$ cat src/rtl/cmd_seq_pkg.sv
// Shared definitions for the command sequencer: opcodes, FSM states and
// field positions inside the {command, number, address} instruction word.
package cmd_seq_pkg;

  localparam logic [3:0] OP_NOP  = 4'h0;
  localparam logic [3:0] OP_STI  = 4'h2;
  localparam logic [3:0] OP_LD   = 4'h3;
  localparam logic [3:0] OP_ADD  = 4'h4;
  localparam logic [3:0] OP_STR  = 4'h5;
  localparam logic [3:0] OP_BZ   = 4'hE;
  localparam logic [3:0] OP_HALT = 4'hF;

  typedef enum logic [2:0] {
    IDLE  = 3'd0,
    RUN   = 3'd1,
    HOLD  = 3'd2,
    HALT  = 3'd3,
    PAUSE = 3'd4
  } state_t;

  // Field index inside the word; bit offset is index * DATA_W
  localparam int CMD_FIELD  = 2;
  localparam int NUM_FIELD  = 1;
  localparam int ADDR_FIELD = 0;

endpackage

$ cat src/rtl/cmd_prog_mem.sv
// Program store: DEPTH x WORD_W register file, one synchronous write port
// and one combinational read port. Contents survive reset.
module cmd_prog_mem #(
  parameter int WORD_W = 48,
  parameter int DEPTH  = 16,
  parameter int AW     = $clog2(DEPTH)
) (
  input  logic              clk,
  input  logic              we,
  input  logic [AW-1:0]     waddr,
  input  logic [WORD_W-1:0] wdata,
  input  logic [AW-1:0]     raddr,
  output logic [WORD_W-1:0] rdata
);

  logic [WORD_W-1:0] mem [DEPTH];

  always_ff @(posedge clk) begin
    if (we) mem[waddr] <= wdata;
  end

  assign rdata = mem[raddr];

endmodule

$ cat src/rtl/cmd_sequencer.sv
// Streams {command, number, address} words to the CPU, adding HALT and
// branch-if-zero. Define SEQ_STEP_EN to add single-step (step port, PAUSE).
//
// state | meaning
// IDLE  | waiting for start, outputs 0, program writable
// RUN   | decode mem[pc] each edge and issue / branch / halt
// HOLD  | keep an ALU instruction on the outputs one extra cycle
// HALT  | stopped (done=1), program writable, start restarts
// PAUSE | single-step only: hold outputs and pc until step
module cmd_sequencer
  import cmd_seq_pkg::*;
#(
  parameter int DATA_W = 16,
  parameter int DEPTH  = 16,
  parameter int AW     = $clog2(DEPTH)
) (
  input  logic                clk,
  input  logic                rst,
  input  logic                prog_we,
  input  logic [AW-1:0]       prog_addr,
  input  logic [3*DATA_W-1:0] prog_wdata,
  input  logic                start,
  input  logic                zo_in,
  output logic [DATA_W-1:0]   cmd_out,
  output logic [DATA_W-1:0]   num_out,
  output logic [DATA_W-1:0]   addr_out,
  output logic [AW-1:0]       pc,
  output logic                busy,
  output logic                done,
  output logic                err
`ifdef SEQ_STEP_EN
  ,input  logic               step
`endif
);

`ifdef SEQ_STEP_EN
  localparam state_t ISSUE_NEXT = PAUSE;
`else
  localparam state_t ISSUE_NEXT = RUN;
`endif

  state_t              state_q, state_d;
  logic [AW-1:0]       pc_d;
  logic [DATA_W-1:0]   cmd_d, num_d, addr_d;
  logic                busy_d, done_d, err_d;
  logic                end_q, end_d;
  logic [3*DATA_W-1:0] instr;
  logic [DATA_W-1:0]   i_cmd, i_num, i_addr;
  logic [3:0]          op;
  logic                at_last;
  logic                mem_we;

  assign mem_we = prog_we && (state_q == IDLE || state_q == HALT);

  cmd_prog_mem #(
    .WORD_W(3*DATA_W),
    .DEPTH (DEPTH),
    .AW    (AW)
  ) u_mem (
    .clk  (clk),
    .we   (mem_we),
    .waddr(prog_addr),
    .wdata(prog_wdata),
    .raddr(pc),
    .rdata(instr)
  );

  assign i_cmd   = instr[CMD_FIELD*DATA_W  +: DATA_W];
  assign i_num   = instr[NUM_FIELD*DATA_W  +: DATA_W];
  assign i_addr  = instr[ADDR_FIELD*DATA_W +: DATA_W];
  assign op      = i_cmd[DATA_W-1 -: 4];
  assign at_last = (pc == AW'(DEPTH-1));

  always_ff @(posedge clk or posedge rst) begin
    if (rst) begin
      state_q  <= IDLE;
      pc       <= '0;
      cmd_out  <= '0;
      num_out  <= '0;
      addr_out <= '0;
      busy     <= 1'b0;
      done     <= 1'b0;
      err      <= 1'b0;
      end_q    <= 1'b0;
    end else begin
      state_q  <= state_d;
      pc       <= pc_d;
      cmd_out  <= cmd_d;
      num_out  <= num_d;
      addr_out <= addr_d;
      busy     <= busy_d;
      done     <= done_d;
      err      <= err_d;
      end_q    <= end_d;
    end
  end

  always_comb begin
    state_d = state_q;
    pc_d    = pc;
    cmd_d   = cmd_out;
    num_d   = num_out;
    addr_d  = addr_out;
    err_d   = err;
    end_d   = end_q;

    case (state_q)
      IDLE: begin
        cmd_d  = '0;
        num_d  = '0;
        addr_d = '0;
        if (start) begin
          pc_d    = '0;
          end_d   = 1'b0;
          state_d = RUN;
        end
      end

      RUN: begin
        // end_q marks that the last entry was already consumed without a HALT
        if (end_q) begin
          cmd_d   = '0;
          num_d   = '0;
          addr_d  = '0;
          err_d   = 1'b1;
          state_d = HALT;
        end else begin
          case (op)
            OP_HALT: begin
              cmd_d   = '0;
              num_d   = '0;
              addr_d  = '0;
              state_d = HALT;
            end
            OP_BZ: begin
              cmd_d  = '0;
              num_d  = '0;
              addr_d = '0;
              if (zo_in)        pc_d  = i_addr[AW-1:0];
              else if (at_last) end_d = 1'b1;
              else              pc_d  = pc + AW'(1);
            end
            default: begin
              cmd_d  = i_cmd;
              num_d  = i_num;
              addr_d = i_addr;
              if (at_last) end_d = 1'b1;
              else         pc_d  = pc + AW'(1);
              state_d = (op == OP_ADD) ? HOLD : ISSUE_NEXT;
            end
          endcase
        end
      end

      HOLD: state_d = ISSUE_NEXT;

      HALT: begin
        cmd_d  = '0;
        num_d  = '0;
        addr_d = '0;
        if (start) begin
          pc_d    = '0;
          err_d   = 1'b0;
          end_d   = 1'b0;
          state_d = RUN;
        end
      end

      PAUSE: begin
`ifdef SEQ_STEP_EN
        if (step) state_d = RUN;
`else
        state_d = IDLE;
`endif
      end

      default: state_d = IDLE;
    endcase

    busy_d = (state_d == RUN) || (state_d == HOLD) || (state_d == PAUSE);
    done_d = (state_d == HALT);
  end

endmodule

$ cat config.mk
export PLATFORM = sky130hd
export DESIGN_NAME = cmd_sequencer
export DESIGN_NICKNAME = d
export VERILOG_FILES = /design/src/rtl/cmd_seq_pkg.sv /design/src/rtl/cmd_prog_mem.sv /design/src/rtl/cmd_sequencer.sv
export SDC_FILE = /design/constraint.sdc
export NUM_CORES = 1
export LEC_CHECK = 0
export CAP_MARGIN = 20
export CORE_ASPECT_RATIO = 0.6
export CORE_MARGIN = 3
export CORE_UTILIZATION = 65
export DETAILED_ROUTE_END_ITERATION = 8
export PLACE_DENSITY = 0.84
export SYNTH_ARGS = -nofsm -noshare
export SYNTH_HDL_FRONTEND = slang
export SYNTH_HIERARCHICAL = 1
export SYNTH_SLANG_ARGS = --single-unit
$ cat constraint.sdc
create_clock -name clk -period 16.05 [get_ports clk]
set_clock_uncertainty 0.1 [all_clocks]
set_input_delay 3.21 -clock clk [delete_from_list [all_inputs] [get_ports clk]]
set_output_delay 3.21 -clock clk [all_outputs]
set_load 0.02 [all_outputs]
* Yosys cells after proc, flatten, opt, wreduce, memory -nomap -nowiden
Memories as Yosys holds them, arrays and structs flattened.
Cells that the tools add are included.
** Storage, ports and cells
- Register bits :: 59
- Bits in writable memories :: 768
- Input port bits :: 57
- Output and inout bits :: 55
- Logic and storage cells :: 69
- Memories :: 1
** Cells by class
- Add/sub/neg operators :: 1
- Eq/ne operators :: 16
- Muxes and demuxes :: 30
- Reductions and logical operators :: 12
** Memories
- u_mem.mem :: depth 16, width 48, rd ports 1, clocked after memory_dff 0, write ports 1, line cmd_prog_mem.sv:16 : logic [WORD_W-1:0] mem [DEPTH];
** Operator list (number)
- $mux W16 :: 6
- $pmux W16 S2 :: 3
- $mux W4 :: 4
- $pmux W4 S2 :: 2
- $eq A3 B2 Y1 const B :: 4
- $eq A4 B4 Y1 const B :: 3
- $pmux W3 S3 :: 1
- $ne A2 B2 Y1 const B :: 4
- $mux W1 :: 7
- $eq A3 B1 Y1 const B :: 2
- $mux W3 :: 2
- $pmux W1 S2 :: 3
- $pmux W3 S2 :: 1
- $add A4 B1 Y4 const B :: 1
- $eq A4 B3 Y1 const B :: 1
- $reduce_and A4 Y1 :: 1
- $reduce_bool A2 Y1 :: 2
- $reduce_or A2 Y1 :: 2
- $eq A3 B3 Y1 const B :: 1
- $logic_not A3 Y1 :: 1
- $logic_or A1 B1 Y1 :: 3
- $reduce_and A3 Y1 :: 1
- $mux W2 :: 1
- $ne A2 B1 Y1 const B :: 1
- other kinds (2) :: 2

* Depth between registers and ports, before layout
An unclocked memory read counts as a cell.
- Depth in word-level cells :: 9
- Gate-level depth with buffers :: 11
- Mapped depth without buffers :: 7

* By module
Netlist, hierarchy kept.
** By module, submodules not included
- cmd_prog_mem :: instances 1, cells each 1194, area an instance 28730.1 um^2
- cmd_sequencer :: instances 1, cells each 173, area an instance 2336.0 um^2

* Worst setup path after synthesis
No wires, ideal clock.
- Path kind :: in2reg
- Start :: input prog_we
- End :: memory u_mem.mem[0][0] (enable)
- Setup time :: 0.513 ns
- Data arrival time :: 7.175 ns
- Data required time :: 15.437 ns
- Path slack :: 8.262 ns
- Cell stages on the path :: 3
- Buffers on the path :: 0
- Path through :: and3_1 -> or3b_2 -> nor3_1
** Between the ends
- Longest elaborated chain between the ends :: 3
** RTL lines
- start: declaration :: line cmd_sequencer.sv:19 : input logic prog_we,
- $logic_and A1 B1 Y1 :: line cmd_sequencer.sv:53 : assign mem_we = prog_we && (state_q == IDLE || state_q == HALT);
- $mux W1 :: line cmd_prog_mem.sv:19 : if (we) mem[waddr] <= wdata;
- $mux W1 (not written as such) :: line cmd_prog_mem.sv:19
- end: declaration :: line cmd_prog_mem.sv:16
Every way passes these cells.

* Final worst setup path
- Start :: input prog_we
- End :: memory u_mem.mem[10][34] (enable)
** Between the ends
- Longest elaborated chain between the ends :: 3
** RTL lines
- $logic_and A1 B1 Y1 :: line cmd_sequencer.sv:53
- via mem_we :: line cmd_sequencer.sv:51 : logic mem_we;
- $mux W1 :: line cmd_prog_mem.sv:19
- $mux W1 (not written as such) :: line cmd_prog_mem.sv:19
The timed path passes the listed nets, and every way through them passes these cells.

==> results.md <==
| Step | Item | Value |
| --- | --- | --- |
| worst setup path | Critical Path RT | 16.18 ns |
| synthesis | Sequential fraction of the synthesis area | 0.790 |
| die | Area of the die | 0.0505 sq mm |
| drt | Total Wirelength | 75000 microns |
| die | Placeable core area | 0.0468 sq mm |
| sta | Upper clock frequency limit | 179 MHz |
| sta | Rel. slew slack | 0.245 |
| clock network | Worst-skew pair later-pin latency | 0.60 ns |
| die | Count of pins on the block boundary | 112 |
| sta | Minimum hold slack | 0.405 ns |
| synthesis | Most used standard cells in the synthesized netlist | edfxtp_1, mux4_2, a22oi_1 |
| grt | GRT Total Usage | 0.307 |
| clock network | Post-CTS Setup Repair Bufs | 0 |
| cells and area | Share of cells above drive strength 1 | 0.227 |
| sta | Number of pins with negative max-slew slack in the final report | 0 |
| synthesis | Number of synthesized flops with an enable pin | 768 |
| worst setup path | Element type at the critical path start | input port |
| job | MaxCap Viol Count | 0 |
| cells and area | Core occupancy in the finished layout | 0.754 |
| pwr | Leakage component of the power | 11.2 nW |
| synthesis | Area contributors post-synth | edfxtp_1, mux4_2, dfrtp_1, a22oi_1, a22o_1 |
| pwr | Worst vdd rail ir drop | 0.138 mV |
| drt | Via count | 15800 |
| cells and area | Layout filler cell count | 2326 |
| placement | Cell total after placement | 2066 |
| cells and area | Relative area change from synthesis to final layout | 13.5% |
| worst setup path | Stage delay of the slowest cell on the critical path | 0.90 ns |
| drt | First drt pass iteration count | 5 |
| die | Initial core utilization | 0.664 |
| synthesis | Post-synthesis cell type with the largest combined area | edfxtp_1 |
| die | Width of the die | 288 microns |
| worst setup path | Series of cell instances along the critical path | clkdlybuf4s50_1 -> and3_1 -> nand3b_1 -> nor2_4 -> buf_4 |
| worst setup path | Slowest stage cell on the critical path | nor2_4 |
| clock network | Clock transition time at the flip-flop clock pins of the worst setup and hold paths | 0.07 ns |
| sta | RSZ-0062 raised after global routing | no |
| grt | Total congestion overflow | 0 |
| worst setup path | Arrival time of data at the critical path endpoint | 5.72 ns |
| sta | Final number of hold-violating endpoints | 0 |
| cells and area | Count of placed standard cells in the final layout, fillers left out | 2200 |
| synthesis | Count of state elements after synthesis | 827 |
| synthesis | Total number of yosys warnings | 6 |
| placement | PortBufs | 111 |
| placement | Half-perimeter wire length after placement | 38700 microns |
| clock network | Root buffer cell | clkbuf_16 |
| pwr | Total design power | 0.00562 W |
| worst hold path | Min-Delay Path Class | reg2reg |
| clock network | Buffer levels on the longest clock path | 3 |
| die | Chip Height | 175 microns |
| synthesis | Net count after synthesis | 1425 |
| clock network | Clock tree from TritonCTS | yes |
| run status | Run status | complete, no violations |
| clock network | Clock sink count | 827 |
| clock network | Count of hold-fix buffers inserted at cts | 0 |
| sta | Fin crit period | 5.60 ns |
| drt | Number of remaining DRC errors | 0 |
| worst setup path | R2R Setup Slk | 11.46 ns |
| sta | Worst-Margin Slew | 1.13 ns |
| grt | Wire length of the first global-routing pass | 111000 microns |
| synthesis | Dominant cell by count in the synthesized netlist | edfxtp_1 |
| synthesis | Distinct cell type count after synthesis | 43 |
| sta | Final worst path period share | 0.349 |
| placement | Gpl congestion | 0.786 |
| synthesis | Syn Inst Count | 1367 |
| drt | Detailed-route wire length per cell | 34.1 microns |
| synthesis | Commonest register cell after synthesis | edfxtp_1 |
| pwr | Power density relative to cell area | 159 mW/mm^2 |
| synthesis | Async set-reset flop share out of synthesis | 0.0713 |
| grt | Largest net degree at the start of global routing | 103 |
| clock network | H-tree depth reported by CTS | 3 |
| worst setup path | Largest fanout on the critical path | 25 |
| sta | Setup TNS | 0 ns |
| synthesis | Post-synthesis area per instance | 22.7 sq um |
| worst setup path | Setup Crit Path Kind | in2reg |
| grt | Vias in the first global route | 16300 |
| drt | Initial DRC count | 2404 |
| clock network | Number of gates given a new drive strength after cts | 0 |
| clock network | CTS Buf Count | 71 |
| drt | Number of nets still failing antenna checks after routing | 0 |
| cells and area | Post-layout net count | 1568 |
| sta | Final setup violating endpoints | 0 |
| drt | Post-DR vias/cell | 7.16 |
| grt | Number of antenna violations at the first check in global routing | 2 |
| synthesis | Fraction of synthesized cell area taken by the top area cell type | 0.742 |
| worst setup path | Type of destination of the critical path | flop |
| synthesis | Post-synthesis cell area | 0.0311 sq mm |
| die | Num rows | 61 |
==> worst paths after layout <==
path / to / startpoint / cells past startpoint
setup / recovery: u_mem/mem[10][34] / prog_we / 5
hold / removal: cmd_out[10] / cmd_out[10] / 1
setup reg to reg: num_out[4] / pc[0] / 8
hold reg to reg: cmd_out[10] / cmd_out[10] / 1
max in group asynchronous: pc[1] / rst / 3
min in group asynchronous: addr_out[15] / rst / 2
==> stage by stage <==
stage / cell area [sq um] / setup slack (ns)
after floorplan: 31100 / 8.26
after global placement: 33000 / 10.07
after detailed placement: 33000 / 9.93
after CTS: 35200 / 10.48
after global routing: 35300 / 10.41
final: 35300 / 10.45
==> cell families after synthesis <==
logic type	after synthesis	share of synthesized area
DFF	827	0.790
AOI/OAI and AO/OA	158	0.0398
muxes	197	0.141
xor gates and xnor gates	2	0.000564
and+or+nand+nor	104	0.0160
buffers and inverters	77	0.0123
adders and majority gates	1	0.000403
other	1	0.000121
==> layout by cell type (no fill, tap or decap), types with 10 or more instances in the layout <==
cell type / instances
nand2_1: 55
edfxtp_1: 768
clkdlybuf4s50_1: 111
nor2_4: 13
clkinv_2: 12
dfrtp_1: 57
mux4_2: 192
clkinv_1: 10
clkbuf_16: 71
clkbuf_1: 19
a22o_1: 47
buf_4: 30
a22oi_1: 96
==> cell type report <==
class | count | area [sq um] | share of cell area
sequential | 827 | 24500 | 0.696
multi-input combinational | 463 | 6290 | 0.178
clock buffer | 93 | 1890 | 0.0536
timing repair buffer | 143 | 1360 | 0.0386
tap | 630 | 788 | 0.0224
clock inverter | 37 | 355 | 0.0101
inverter | 4 | 16.3 | 0.000461
antenna | 3 | 7.51 | 0.000213
==> power by group <==
group	switching, W	leakage (nW)	internal [W]	total [W]
clock network	0.000762	1.09	0.000935	0.00170
registers	0.0000923	7.69	0.00243	0.00253
logic	0.000748	2.40	0.000653	0.00140
==> state kept, by name, indices dropped and copies added (netlist names) <==
signal / flops
err: 1
num_out: 16
addr_out: 16
cmd_out: 16
end_q: 1
pc: 4
state_q: 3
done: 1
u_mem/mem: 768
busy: 1
==> worst max-delay path, delay by kind of cell <==
kind          cells  cell delay (ns)
simple gates      3             1.48
buf+inv           2             1.00
==> layer usage <==
layer  share of wire  global-route usage  vias to the layer above
li1                -                   -                     6100
met1            0.36               0.434                     8288
met2            0.49               0.483                     1145
met3            0.10              0.0598                      220
met4           0.046               0.132                        0
met5               0                   0                        -
(Power assumes the default switching activity.)
